$ cat config.mk
export PLATFORM = sky130hd
export DESIGN_NAME = button_repeat_ctrl
export DESIGN_NICKNAME = d
export VERILOG_FILES = /design/src/rtl/button_repeat_ctrl_pkg.sv /design/src/rtl/button_repeat_ctrl_if.sv /design/src/rtl/button_repeat_ctrl_channel.sv /design/src/rtl/button_repeat_ctrl.sv
export SDC_FILE = /design/constraint.sdc
export NUM_CORES = 1
export LEC_CHECK = 0
export CORE_ASPECT_RATIO = 2
export CORE_MARGIN = 3
export CORE_UTILIZATION = 55
export CTS_CLUSTER_DIAMETER = 200
export CTS_CLUSTER_SIZE = 30
export DETAILED_ROUTE_END_ITERATION = 8
export PLACE_DENSITY_LB_ADDON = 0.25
export SLEW_MARGIN = 10
export SYNTH_ARGS = -nofsm -noshare
export SYNTH_HDL_FRONTEND = slang
export SYNTH_SLANG_ARGS = --single-unit
$ cat constraint.sdc
create_clock -name clk -period 5.9 [get_ports clk]
set_input_delay 0.885 -clock clk [delete_from_list [all_inputs] [get_ports clk]]
set_output_delay 0.885 -clock clk [all_outputs]
set_load 0.1 [all_outputs]
$ cat src/rtl/button_repeat_ctrl_pkg.sv
// -----------------------------------------------------------------------------
// button_pkg
//   Shared definitions for the push-button command front end of the Tetris
//   game logic: channel FSM state encodings, button index constants and the
//   number of buttons.
//   Optional feature macro used by the importing files: AUTO_REPEAT_EN.
// -----------------------------------------------------------------------------
package button_pkg;

   localparam int unsigned NUM_BTN = 5;

   // Bit positions of each button in o_lvl and REPEAT_MASK.
   localparam int unsigned BTN_C = 0;
   localparam int unsigned BTN_E = 1;
   localparam int unsigned BTN_W = 2;
   localparam int unsigned BTN_S = 3;
   localparam int unsigned BTN_N = 4;

   // Per-channel state. HOLD_DLY/HOLD_RPT are only reachable when
   // AUTO_REPEAT_EN is defined.
   typedef enum logic [1:0] {
      IDLE     = 2'd0,
      HELD     = 2'd1,
      HOLD_DLY = 2'd2,
      HOLD_RPT = 2'd3
   } ch_state_t;

endpackage

$ cat src/rtl/button_repeat_ctrl_if.sv
// -----------------------------------------------------------------------------
// button_repeat_ctrl_if
//   Bundle between a button source and a button channel.
//   raw     : raw asynchronous button level(s), 1 = pressed
//   pls     : registered single-cycle command pulse(s)
//   pls_nxt : value pls takes on the next edge (lets the consumer build
//             registered aggregates aligned with pls)
//   lvl     : debounced level(s)
//   modport master : the channel side (drives pls/pls_nxt/lvl)
//   modport slave  : the source/consumer side (drives raw)
// -----------------------------------------------------------------------------
interface button_repeat_ctrl_if #(
   parameter int unsigned W = 1
);
   logic [W-1:0] raw;
   logic [W-1:0] pls;
   logic [W-1:0] pls_nxt;
   logic [W-1:0] lvl;

   modport master (input raw, output pls, output pls_nxt, output lvl);
   modport slave  (output raw, input pls, input pls_nxt, input lvl);
endinterface

$ cat src/rtl/button_repeat_ctrl_channel.sv
// -----------------------------------------------------------------------------
// button_channel
//   One push-button: two-flop synchroniser, debounce filter, press pulse and
//   optional hold-to-repeat.
//   Macro AUTO_REPEAT_EN: when defined, the HOLD_DLY/HOLD_RPT states and the
//   repeat counter are built and REPEAT_EN selects them after a press; when
//   undefined every press goes IDLE->HELD (one pulse per press).
//   Ports:
//     clk  : clock
//     rst  : synchronous active-high reset
//     bus  : master modport (raw in; pls, pls_nxt, lvl out)
// -----------------------------------------------------------------------------
module button_channel
   import button_pkg::*;
#(
   parameter int unsigned CW         = 24,
   parameter int unsigned DEB_CYC    = 250000
`ifdef AUTO_REPEAT_EN
   ,
   parameter int unsigned DELAY_CYC  = 6250000,
   parameter int unsigned REPEAT_CYC = 1250000,
   parameter bit          REPEAT_EN  = 1'b0
`endif
) (
   input  logic                 clk,
   input  logic                 rst,
   button_repeat_ctrl_if.master bus
);

   localparam logic [CW-1:0] DEB_LAST = CW'(DEB_CYC - 1);

   logic          r_sync1;
   logic          r_sync2;
   logic          r_lvl;
   logic          r_pls;
   logic [CW-1:0] r_deb_cnt;
   ch_state_t     r_state;

   logic w_mismatch;
   logic w_accept;
   logic w_press;
   logic w_release;
   logic w_pls_nxt;

   assign w_mismatch = (r_sync2 != r_lvl);
   assign w_accept   = w_mismatch && (r_deb_cnt == DEB_LAST);
   assign w_press    = w_accept && !r_lvl;
   assign w_release  = w_accept &&  r_lvl;

`ifdef AUTO_REPEAT_EN
   localparam logic [CW-1:0] DLY_LAST = CW'(DELAY_CYC - 1);
   localparam logic [CW-1:0] RPT_LAST = CW'(REPEAT_CYC - 1);
   logic [CW-1:0] r_rpt_cnt;
`endif

   // Pulse decision shared by the channel register and the top-level
   // registered OR, so both see the pulse on the same edge.
   // An accepted release always wins over a coincident repeat pulse.
   always_comb begin
      w_pls_nxt = 1'b0;
      case (r_state)
         IDLE: w_pls_nxt = w_press;
`ifdef AUTO_REPEAT_EN
         // The initial delay only advances while the synchronised input is
         // still pressed, so a release seen during the delay can never
         // produce a repeat even before the debounce accepts it.
         HOLD_DLY: w_pls_nxt = !w_release && r_sync2 && (r_rpt_cnt == DLY_LAST);
         // Once repeating, the button counts as held until the release is
         // accepted; short drop-outs do not interrupt the cadence.
         HOLD_RPT: w_pls_nxt = !w_release && (r_rpt_cnt == RPT_LAST);
`endif
         default: w_pls_nxt = 1'b0;
      endcase
   end

   always_ff @(posedge clk) begin
      if (rst) begin
         r_sync1   <= 1'b0;
         r_sync2   <= 1'b0;
         r_lvl     <= 1'b0;
         r_pls     <= 1'b0;
         r_deb_cnt <= '0;
         r_state   <= IDLE;
`ifdef AUTO_REPEAT_EN
         r_rpt_cnt <= '0;
`endif
      end else begin
         r_sync1 <= bus.raw;
         r_sync2 <= r_sync1;
         r_pls   <= w_pls_nxt;

         if (!w_mismatch || w_accept) begin
            r_deb_cnt <= '0;
         end else if (r_deb_cnt != DEB_LAST) begin
            r_deb_cnt <= r_deb_cnt + 1'b1;
         end

         if (w_accept) begin
            r_lvl <= r_sync2;
         end

         case (r_state)
            IDLE: begin
               if (w_press) begin
`ifdef AUTO_REPEAT_EN
                  r_rpt_cnt <= '0;
                  r_state   <= REPEAT_EN ? HOLD_DLY : HELD;
`else
                  r_state   <= HELD;
`endif
               end
            end
            HELD: begin
               if (w_release) begin
                  r_state <= IDLE;
               end
            end
`ifdef AUTO_REPEAT_EN
            HOLD_DLY: begin
               if (w_release) begin
                  r_rpt_cnt <= '0;
                  r_state   <= IDLE;
               end else if (r_sync2) begin
                  if (r_rpt_cnt == DLY_LAST) begin
                     r_rpt_cnt <= '0;
                     r_state   <= HOLD_RPT;
                  end else begin
                     r_rpt_cnt <= r_rpt_cnt + 1'b1;
                  end
               end
            end
            HOLD_RPT: begin
               if (w_release) begin
                  r_rpt_cnt <= '0;
                  r_state   <= IDLE;
               end else if (r_rpt_cnt == RPT_LAST) begin
                  r_rpt_cnt <= '0;
               end else begin
                  r_rpt_cnt <= r_rpt_cnt + 1'b1;
               end
            end
`endif
            default: r_state <= IDLE;
         endcase
      end
   end

   assign bus.pls     = r_pls;
   assign bus.pls_nxt = w_pls_nxt;
   assign bus.lvl     = r_lvl;

endmodule

$ cat src/rtl/button_repeat_ctrl.sv
// -----------------------------------------------------------------------------
// button_repeat_ctrl
//   Turns the five raw board buttons (C/E/W/S/N) into clean single-cycle
//   command pulses for the Tetris game logic.
//   Macro AUTO_REPEAT_EN: when defined, buttons selected by REPEAT_MASK
//   auto-repeat while held; when undefined REPEAT_MASK is ignored and each
//   accepted press gives exactly one pulse.
//   Ports:
//     clk, rst            : clock, synchronous active-high reset
//     i_button_c/e/w/s/n  : raw asynchronous buttons, 1 = pressed
//     o_pls_c/e/w/s/n     : single-cycle command pulses
//     o_lvl[4:0]          : debounced levels, bit0=C .. bit4=N
//     o_any_pls           : registered OR of the five pulses
// -----------------------------------------------------------------------------
module button_repeat_ctrl
   import button_pkg::*;
#(
   parameter int unsigned        CW          = 24,
   parameter int unsigned        DEB_CYC     = 250000,
   parameter int unsigned        DELAY_CYC   = 6250000,
   parameter int unsigned        REPEAT_CYC  = 1250000,
   parameter logic [NUM_BTN-1:0] REPEAT_MASK = 5'b00110
) (
   input  logic               clk,
   input  logic               rst,
   input  logic               i_button_c,
   input  logic               i_button_e,
   input  logic               i_button_w,
   input  logic               i_button_s,
   input  logic               i_button_n,
   output logic               o_pls_c,
   output logic               o_pls_e,
   output logic               o_pls_w,
   output logic               o_pls_s,
   output logic               o_pls_n,
   output logic [NUM_BTN-1:0] o_lvl,
   output logic               o_any_pls
);

   logic [NUM_BTN-1:0] w_raw;
   logic [NUM_BTN-1:0] w_pls;
   logic [NUM_BTN-1:0] w_pls_nxt;
   logic               r_any_pls;

   assign w_raw[BTN_C] = i_button_c;
   assign w_raw[BTN_E] = i_button_e;
   assign w_raw[BTN_W] = i_button_w;
   assign w_raw[BTN_S] = i_button_s;
   assign w_raw[BTN_N] = i_button_n;

   for (genvar g = 0; g < NUM_BTN; g++) begin : g_ch
      button_repeat_ctrl_if #(.W(1)) u_if ();

      assign u_if.raw     = w_raw[g];
      assign w_pls[g]     = u_if.pls;
      assign w_pls_nxt[g] = u_if.pls_nxt;
      assign o_lvl[g]     = u_if.lvl;

      button_channel #(
         .CW         (CW),
         .DEB_CYC    (DEB_CYC)
`ifdef AUTO_REPEAT_EN
         ,
         .DELAY_CYC  (DELAY_CYC),
         .REPEAT_CYC (REPEAT_CYC),
         .REPEAT_EN  (REPEAT_MASK[g])
`endif
      ) u_ch (
         .clk (clk),
         .rst (rst),
         .bus (u_if.master)
      );
   end

   // Registered from the channels' next-pulse values so it lands on the
   // same edge as the individual pulses.
   always_ff @(posedge clk) begin
      if (rst) begin
         r_any_pls <= 1'b0;
      end else begin
         r_any_pls <= |w_pls_nxt;
      end
   end

   assign o_pls_c   = w_pls[BTN_C];
   assign o_pls_e   = w_pls[BTN_E];
   assign o_pls_w   = w_pls[BTN_W];
   assign o_pls_s   = w_pls[BTN_S];
   assign o_pls_n   = w_pls[BTN_N];
   assign o_any_pls = r_any_pls;

endmodule

# ---- Yosys cells after proc, flatten, opt, wreduce, memory -nomap -nowiden
# Index checks and enable logic that the tools add are counted.
dict set report word_totals {
  regBits 151
  latch_bits 0
  ram_bits 0
  mem_bits_ro 0
  input_bits 7
  output_inout_bits 11
  elab_cells 132
  n_memories 0
}
dict set report op_classes {
  addsub 5
  mul 0
  n_div 0
  n_lt_le_gt_ge 0
  eq_ne 30
  n_shift 0
  muxes 20
  bitwise_logic 0
  n_reduce_logical 46
}
# op count
set op_table {}
lappend op_table {{24-bit by 1-bit adder with 24-bit output (second input constant)} 5}
lappend op_table {{24-bit by 18-bit == test with 1-bit output (second input constant)} 5}
lappend op_table {{24-bit by 18-bit != test with 1-bit output (second input constant)} 5}
lappend op_table {{2-bit 2-to-1 mux} 10}
lappend op_table {{2-bit by 1-bit != test with 1-bit output (second input constant)} 10}
lappend op_table {{2-bit one-hot mux with 2 select lines} 5}
lappend op_table {{1-bit logical AND} 15}
lappend op_table {{2-bit by 1-bit == test with 1-bit output (second input constant)} 5}
lappend op_table {{1-bit zero test} 10}
lappend op_table {{2-bit zero test} 5}
lappend op_table {{2-bit AND reduction} 5}
lappend op_table {{2-bit OR reduction} 5}
lappend op_table {{1-bit logical OR} 5}
lappend op_table {{1-bit 2-to-1 mux} 5}
lappend op_table {{1-bit != test} 5}
lappend op_table {{5-bit OR reduction} 1}

# ---- Depth between registers and ports, before layout
# Gate-level depths: netlist (run 1).
dict set report depth {
  depth_word 5
  ltp_mapped 9
  depth_no_buf 6
}

# ---- By module
# Synthesis (run 1) repeated with hierarchy kept, for this count alone.
dict set report hier_totals {
  cells_unflattened 754
  hier_area_um2 6859.1
}
# mod instances cells_each area_each_um2 seq_area_each_um2
set by_module_without_submodules {}
lappend by_module_without_submodules {button_channel 5 149 1357.6 580.6}
lappend by_module_without_submodules {button_repeat_ctrl 1 9 71.3 20.0}

# ---- Worst setup path after synthesis (run 1)
# No wires, ideal clock.
dict set report synth_path {
  path_kind {register to register}
  startpoint {reg g_ch[1].u_ch.r_deb_cnt[0]}
  endpoint {reg g_ch[1].u_ch.r_deb_cnt[10]}
  setup_ns 0.064
  arrival_ns 1.904
  required_time_ns 5.836
  setup_slack_ns 3.932
  path_stages_with_launch 10
  path_buffers 3
  synth_period_minus_slack_ns 1.968
  path_cell_list {dfxtp_1 > ha_1 > and3_1 > and3_1 > and4_1 > buf_2 > or3_1 > clkbuf_1 > buf_2 > nor2_1}
}
dict set report synth_via {
  elab_chain_len 4
  elab_cells_between_ends 6
  classes_between {add/sub: 1; eq/ne: 2; reduce/logical: 3}
}
# item line
set synth_rtl {}
lappend synth_rtl {{start, declared} button_repeat_ctrl_channel.sv:36} ;# logic [CW-1:0] r_deb_cnt;
lappend synth_rtl {{start signal, assigned} button_repeat_ctrl_channel.sv:95} ;# r_deb_cnt <= r_deb_cnt + 1'b1;
lappend synth_rtl {{branches (longest 4 deep; another with 24-bit by 1-bit adder with 24-bit output)} -}
# Parallel ways; which one is timed is not known.
# A chain may end at the register's enable or synchronous reset.

# ---- Worst setup path in the final report (run 1)
dict set report layout_path {
  startpoint {reg g_ch[2].u_ch.r_lvl}
  endpoint {out o_lvl[2]}
}
# item line
set layout_lines {}
lappend layout_lines {{start, declared} button_repeat_ctrl_channel.sv:34} ;# logic r_lvl;
lappend layout_lines {{start signal, assigned} button_repeat_ctrl_channel.sv:99} ;# r_lvl <= r_sync2;
lappend layout_lines {{end, declared} button_repeat_ctrl.sv:36} ;# output logic [NUM_BTN-1:0] o_lvl,
# No word-level cell between the ends.

==> impl_metrics.env, run 1 <==
export IMPL_clock_sinks=146
export IMPL_initialDrtViolationCount=206
export IMPL_slowest_delay_ps=1180
export IMPL_cts_max_level=4
export IMPL_cts_tree="built"
export IMPL_vias=4892
export IMPL_critPathBufInv=1
export IMPL_cts_setup_buffers=0
export IMPL_vdd_ir_drop_max_uv=224.3
export IMPL_grt_overflow=0
export IMPL_crit_path_start_kind="flip-flop"
export IMPL_grt_pass1_vias=4806
export IMPL_finalHoldViolations=0
export IMPL_slew_headroom=0.3124
export IMPL_synth_edff_count=0
export IMPL_postSynthAreaPerCell_um2=8.844
export IMPL_max_slew_worst_pin_slew_ps=1028
export IMPL_cts_root_buf="clkbuf_16"
export IMPL_fin_crit_sh=0.4908
export IMPL_cts_buffers=17
export IMPL_nets=738
export IMPL_cp_end_kind="output port"
export IMPL_place_hpwl_um=8431
export IMPL_placed_cell_area_mm2=0.006541
export IMPL_worstSetupPathType="flip-flop to output port"
export IMPL_num_antenna_cells=0
export IMPL_ys_ff_latch=146
export IMPL_cts_resized_gates=0
export IMPL_grt_setup_unrepaired="no"
export IMPL_path_clk_slew_ps=60
export IMPL_worstPathMaxFanout=6
export IMPL_worst_path_max_delay_cell="clkdlybuf4s50_1"
export IMPL_syn_num_nets=732
export IMPL_grt_max_degree=32
export IMPL_final_cell_area_mm2=0.007146
export IMPL_placement_io_buffers=17
export IMPL_hp_class="flip-flop to flip-flop"
export IMPL_cts_hold_buffers=0
export IMPL_crit_family="buffers and inverters"
export IMPL_setup_violations=0
export IMPL_grt_pass1_wl_um=20790
export IMPL_drive_gt1_frac=0.04878
export IMPL_cap_violations=0
export IMPL_crit_required_ps=5020
export IMPL_die_x_um=82.08
export IMPL_async_flop_share=0
export IMPL_grt_usage=0.2041
export IMPL_drc=0
export IMPL_netlist_instances=720
export IMPL_clk_latency_ps=410
export IMPL_yosys_warnings=0
export IMPL_post_route_min_period_ps=2896
export IMPL_die_h_um=158.2
export IMPL_ys_flop_type="dfxtp_1"
export IMPL_path_cells="clkdlybuf4s50_1"
export IMPL_rows=55
export IMPL_p_total_uw=2113
export IMPL_syn_to_final_growth_pct=12.22
export IMPL_first_pass_iters=5
export IMPL_ys_types=38
export IMPL_antenna_found_initial=0
export IMPL_leakagePower_uw=0.002297
export IMPL_powerDensity_mw_per_mm2=295.8
export IMPL_core_area_mm2=0.01129
export IMPL_crit_arrival_ps=2010
export IMPL_wl_per_cell_um=13.89
export IMPL_clk_path_buf_depth=2
export IMPL_synth_seq_area_share=0.4590
export IMPL_drv_slew=0
export IMPL_dieArea_mm2=0.01298
export IMPL_syn_area_mm2=0.006367
export IMPL_fin_skew_ps=11.25
export IMPL_tns_ps=0
export IMPL_boundaryPins=18
export IMPL_final_fill_count=950
export IMPL_ant_nets=0
export IMPL_rrSetupSlack_ps=3470
export IMPL_run_status="complete, no violations"
export IMPL_routed_wl_um=12230
export IMPL_fmax_mhz=345.3
export IMPL_vias_per_cell=5.559
export IMPL_gp_congestion=0.8422
export IMPL_initial_core_util=0.5642
==> Yosys cell counts (2+ instances only) <==
cell | instances | area share
nand3_1 | 38 | 0.030
dfxtp_1 | 146 | 0.46
nor4b_1 | 8 | 0.011
mux2i_1 | 8 | 0.013
and4_1 | 20 | 0.028
nor4_1 | 14 | 0.014
and3_1 | 21 | 0.021
o21ai_0 | 10 | 0.0079
nand2_1 | 37 | 0.022
or3_1 | 7 | 0.0069
buf_6 | 4 | 0.0071
a21oi_1 | 10 | 0.0079
buf_2 | 10 | 0.0079
buf_4 | 6 | 0.0071
nor3_1 | 19 | 0.015
nor2_1 | 148 | 0.087
nand4_1 | 35 | 0.034
inv_1 | 14 | 0.0083
xnor2_1 | 53 | 0.073
buf_1 | 2 | 0.0012
ha_1 | 5 | 0.0098
and2_1 | 6 | 0.0059
nor2b_1 | 18 | 0.018
clkbuf_1 | 9 | 0.0053
xor2_1 | 59 | 0.081
==> where the power goes <==
part	switching [uW]	total (uW)	internal, uW
combinational	14.2	25.4	11.2
clock	395	1090	696
sequential	4.55	998	993
==> cells by family (layout without fill, tap and decap cells) <==
family,count (synthesis),count (layout),share of synthesized area
buffers and inverters,45,63,0.03675
flip-flops,146,146,0.4590
AND/OR/NAND/NOR,382,382,0.3097
multiplexers,8,8,0.01258
AO/OA/AOI/OAI,22,22,0.01808
adder cells (fa/ha/maj),5,5,0.009825
XOR/XNOR,112,112,0.1541
==> metal layers <==
layer / part of all wire / global-route usage / up-vias
met3: 0.024 / 0.03986 / 33
met4: 0.031 / 0.09113 / 0
met1: 0.39 / 0.2080 / 2308
met5: 0 / 0 / -
met2: 0.55 / 0.3852 / 94
li1: - / - / 2457
==> through the flow <==
stage | worst slack, ps | cells | utilization | hold WS [ps]
after floorplan | 3932 | 720 | - | 410.6
after global placement | 3313 | 849 | 0.5796 | 420.0
after detailed placement | 3248 | 849 | 0.5796 | 425.0
after CTS | 2973 | 880 | 0.6331 | 439.1
after global routing | 2934 | 880 | 0.6331 | 460.6
final | 3004 | 880 | 0.6331 | 435.8
==> flip-flops by register name (all words and copies together) (netlist names) <==
signal and cells:
g_ch.u_ch.r_deb_cnt 120, g_ch.u_ch.bus.lvl 5, g_ch.u_ch.bus.pls 5, g_ch.u_ch.r_state 5, g_ch.u_ch.r_sync1 5, g_ch.u_ch.r_sync2 5, o_any_pls 1
==> cell usage in the layout, fill, tap and decap left out, drive strengths merged <==
| cell | instances |
|---|---|
| clkinv | 5 |
| nor2b | 18 |
| a31oi | 1 |
| buf | 1 |
| ha | 5 |
| nand2b | 1 |
| a21oi | 10 |
| and3 | 21 |
| xnor2 | 53 |
| a32oi | 1 |
| or3 | 7 |
| mux2i | 8 |
| clkdlybuf4s50 | 17 |
| nand4 | 36 |
| bufinv | 3 |
| clkbuf | 22 |
| or2 | 1 |
| nor2 | 148 |
| dfxtp | 146 |
| nor3 | 20 |
| or4b | 1 |
| nor3b | 1 |
| xor2 | 59 |
| nand2 | 37 |
| inv | 14 |
| and4b | 1 |
| nand4b | 1 |
| and2 | 6 |
| or4 | 1 |
| clkinvlp | 1 |
| o21ai | 10 |
| nor4 | 15 |
| and4 | 20 |
| nor4b | 8 |
| nand3 | 38 |
| nand3b | 1 |
==> final timing paths <==
kind / to / cells past startpoint / from
setup / recovery: o_lvl[2] / 1 / g_ch[2].u_ch.bus.lvl
hold / removal: g_ch[0].u_ch.r_sync2 / 1 / g_ch[0].u_ch.r_sync1
setup reg to reg: g_ch[3].u_ch.r_deb_cnt[6] / 4 / g_ch[3].u_ch.r_deb_cnt[8]
hold reg to reg: g_ch[0].u_ch.r_sync2 / 1 / g_ch[0].u_ch.r_sync1
==> final cells by class <==
class	count	area (um2)	area share
clock buffer	22	474.2	0.06636
inverter	14	52.55	0.007354
timing repair buffer	18	177.7	0.02486
tap	142	177.7	0.02486
clock inverter	9	130.1	0.01821
multi-input combinational	529	3211	0.4493
sequential	146	2923	0.4090
No activity file was read; power rests on OpenSTA's default activity.
==> inputs of run 2 (changes only) <==
clock period = 2.9 ns   (was 5.9 ns; I/O delays follow)
==> impl_metrics.env, run 2 (same netlist as run 1, synthesis figures left out) <==
export IMPL_run_status="complete, no violations"
export IMPL_whs_ps=434.2
export IMPL_cts_root_buf="clkbuf_16"
export IMPL_powerDensity_mw_per_mm2=582.0
export IMPL_slowest_delay_ps=660
export IMPL_cts_setup_buffers=0
export IMPL_grt_max_degree=25
export IMPL_path_cells="ha_1 > and3_1 > and4_1 > and2_1 > or3_1 > nor2_1"
export IMPL_wl_per_cell_um=13.93
export IMPL_ant_nets=0
export IMPL_gp_congestion=0.8246
export IMPL_fin_ws_ps=499.0
export IMPL_path_clk_slew_ps=60
export IMPL_slew_headroom=0.4247
export IMPL_tns_ps=0
export IMPL_crit_family="simple AND/OR/NAND/NOR gates"
export IMPL_place_hpwl_um=8787
export IMPL_cts_resized_gates=0
export IMPL_cp_end_kind="flip-flop"
export IMPL_clk_path_buf_depth=2
export IMPL_crit_required_ps=3170
export IMPL_cts_hold_buffers=0
export IMPL_clock_sinks=146
export IMPL_grt_setup_unrepaired="no"
export IMPL_setup_violations=0
export IMPL_crit_path_start_kind="flip-flop"
export IMPL_layout_commonest_cell="nor2_1"
export IMPL_largest_register_ffs=120
export IMPL_hp_class="flip-flop to flip-flop"
export IMPL_post_route_min_period_ps=2401
export IMPL_die_h_um=158.2
export IMPL_grt_pass1_vias=4884
export IMPL_fin_skew_ps=12.43
export IMPL_num_antenna_cells=0
export IMPL_initialDrtViolationCount=200
export IMPL_cts_max_level=4
export IMPL_boundaryPins=18
export IMPL_core_area_mm2=0.01129
export IMPL_vias_per_cell=5.470
export IMPL_vdd_ir_drop_max_uv=522.0
export IMPL_pre_cts_ws_ps=515.6
export IMPL_final_cell_mix="nor2_1, dfxtp_1, xor2_1"
export IMPL_cts_buffers=17
export IMPL_initial_core_util=0.5642
export IMPL_leakagePower_uw=0.002328
export IMPL_vias=4852
export IMPL_grt_usage=0.2078
export IMPL_dieArea_mm2=0.01298
export IMPL_rows=55
export IMPL_antenna_found_initial=0
export IMPL_drc=0
export IMPL_fmax_mhz=416.5
export IMPL_clk_latency_ps=420
export IMPL_regMostFlops="g_ch.u_ch.r_deb_cnt"
export IMPL_worstPathMaxFanout=24
export IMPL_grt_overflow=0
export IMPL_placement_io_buffers=17
export IMPL_drive_gt1_frac=0.07383
export IMPL_cts_tree="built"
export IMPL_syn_to_final_growth_pct=11.91
export IMPL_max_slew_worst_pin_slew_ps=856.4
export IMPL_critPathBufInv=0
export IMPL_routed_wl_um=12350
export IMPL_crit_arrival_ps=2670
export IMPL_drv_slew=0
export IMPL_cap_violations=0
export IMPL_die_x_um=82.08
export IMPL_finalHoldViolations=0
export IMPL_worst_path_max_delay_cell="or3_1"
export IMPL_fin_crit_sh=0.8279
export IMPL_worstSetupPathType="flip-flop to flip-flop"
export IMPL_grt_pass1_wl_um=21110
export IMPL_nets=744
export IMPL_first_pass_iters=4
[run 2: layer usage]
layer | vias up | track usage | part of all wire | routed length, um
met5 | - | 0 | 0 | 0
met4 | 0 | 0.09746 | 0.023 | 286
met3 | 23 | 0.04784 | 0.028 | 349
met2 | 66 | 0.3937 | 0.56 | 6906
met1 | 2300 | 0.2037 | 0.39 | 4811
li1 | 2463 | - | - | -
[run 2: cell type report]
class / instances / area, um2
clock buffers: 22 / 484.2
clock inverters: 10 / 82.58
fillers: 977 / 4160
inverters: 14 / 52.55
multi-input cells: 529 / 3211
flip-flops and latches: 146 / 2923
well taps: 142 / 177.7
repair buffers: 24 / 195.2
[run 2: final timing paths]
| path | start | to | slack (ps) | cells past startpoint |
|---|---|---|---|---|
| worst min-delay path | g_ch[2].u_ch.r_sync1 | g_ch[2].u_ch.r_sync2 | 430 | 1 |
| worst max register to register | g_ch[0].u_ch.r_deb_cnt[0] | g_ch[0].u_ch.r_deb_cnt[12] | 500 | 6 |
| worst max-delay path | g_ch[0].u_ch.r_deb_cnt[0] | g_ch[0].u_ch.r_deb_cnt[12] | 500 | 6 |
| worst min register to register | g_ch[2].u_ch.r_sync1 | g_ch[2].u_ch.r_sync2 | 430 | 1 |
[run 2: metrics by stage]
step / utilization / total power, uW / instance area (um2) / cells
after global routing: 0.6314 / 4278 / 7126 / 887
after global placement: 0.5812 / 2126 / 6559 / 855
after floorplan: - / 2112 / 6367 / 720
final: 0.6314 / 4147 / 7126 / 887
after detailed placement: 0.5812 / 2129 / 6559 / 855
after CTS: 0.6314 / 4185 / 7126 / 887
[run 2: worst register-to-register path, cell delays in order (launching register included)]
cell	delay (ps)
dfxtp_1	350
ha_1	380
and3_1	260
and4_1	250
and2_1	220
or3_1	660
nor2_1	130
[run 2: report_power, final]
group | switching (uW) | total [uW] | internal [uW]
sequential | 9.82 | 2030 | 2020
clock | 802 | 2060 | 1260
combinational | 30.1 | 55.4 | 25.3
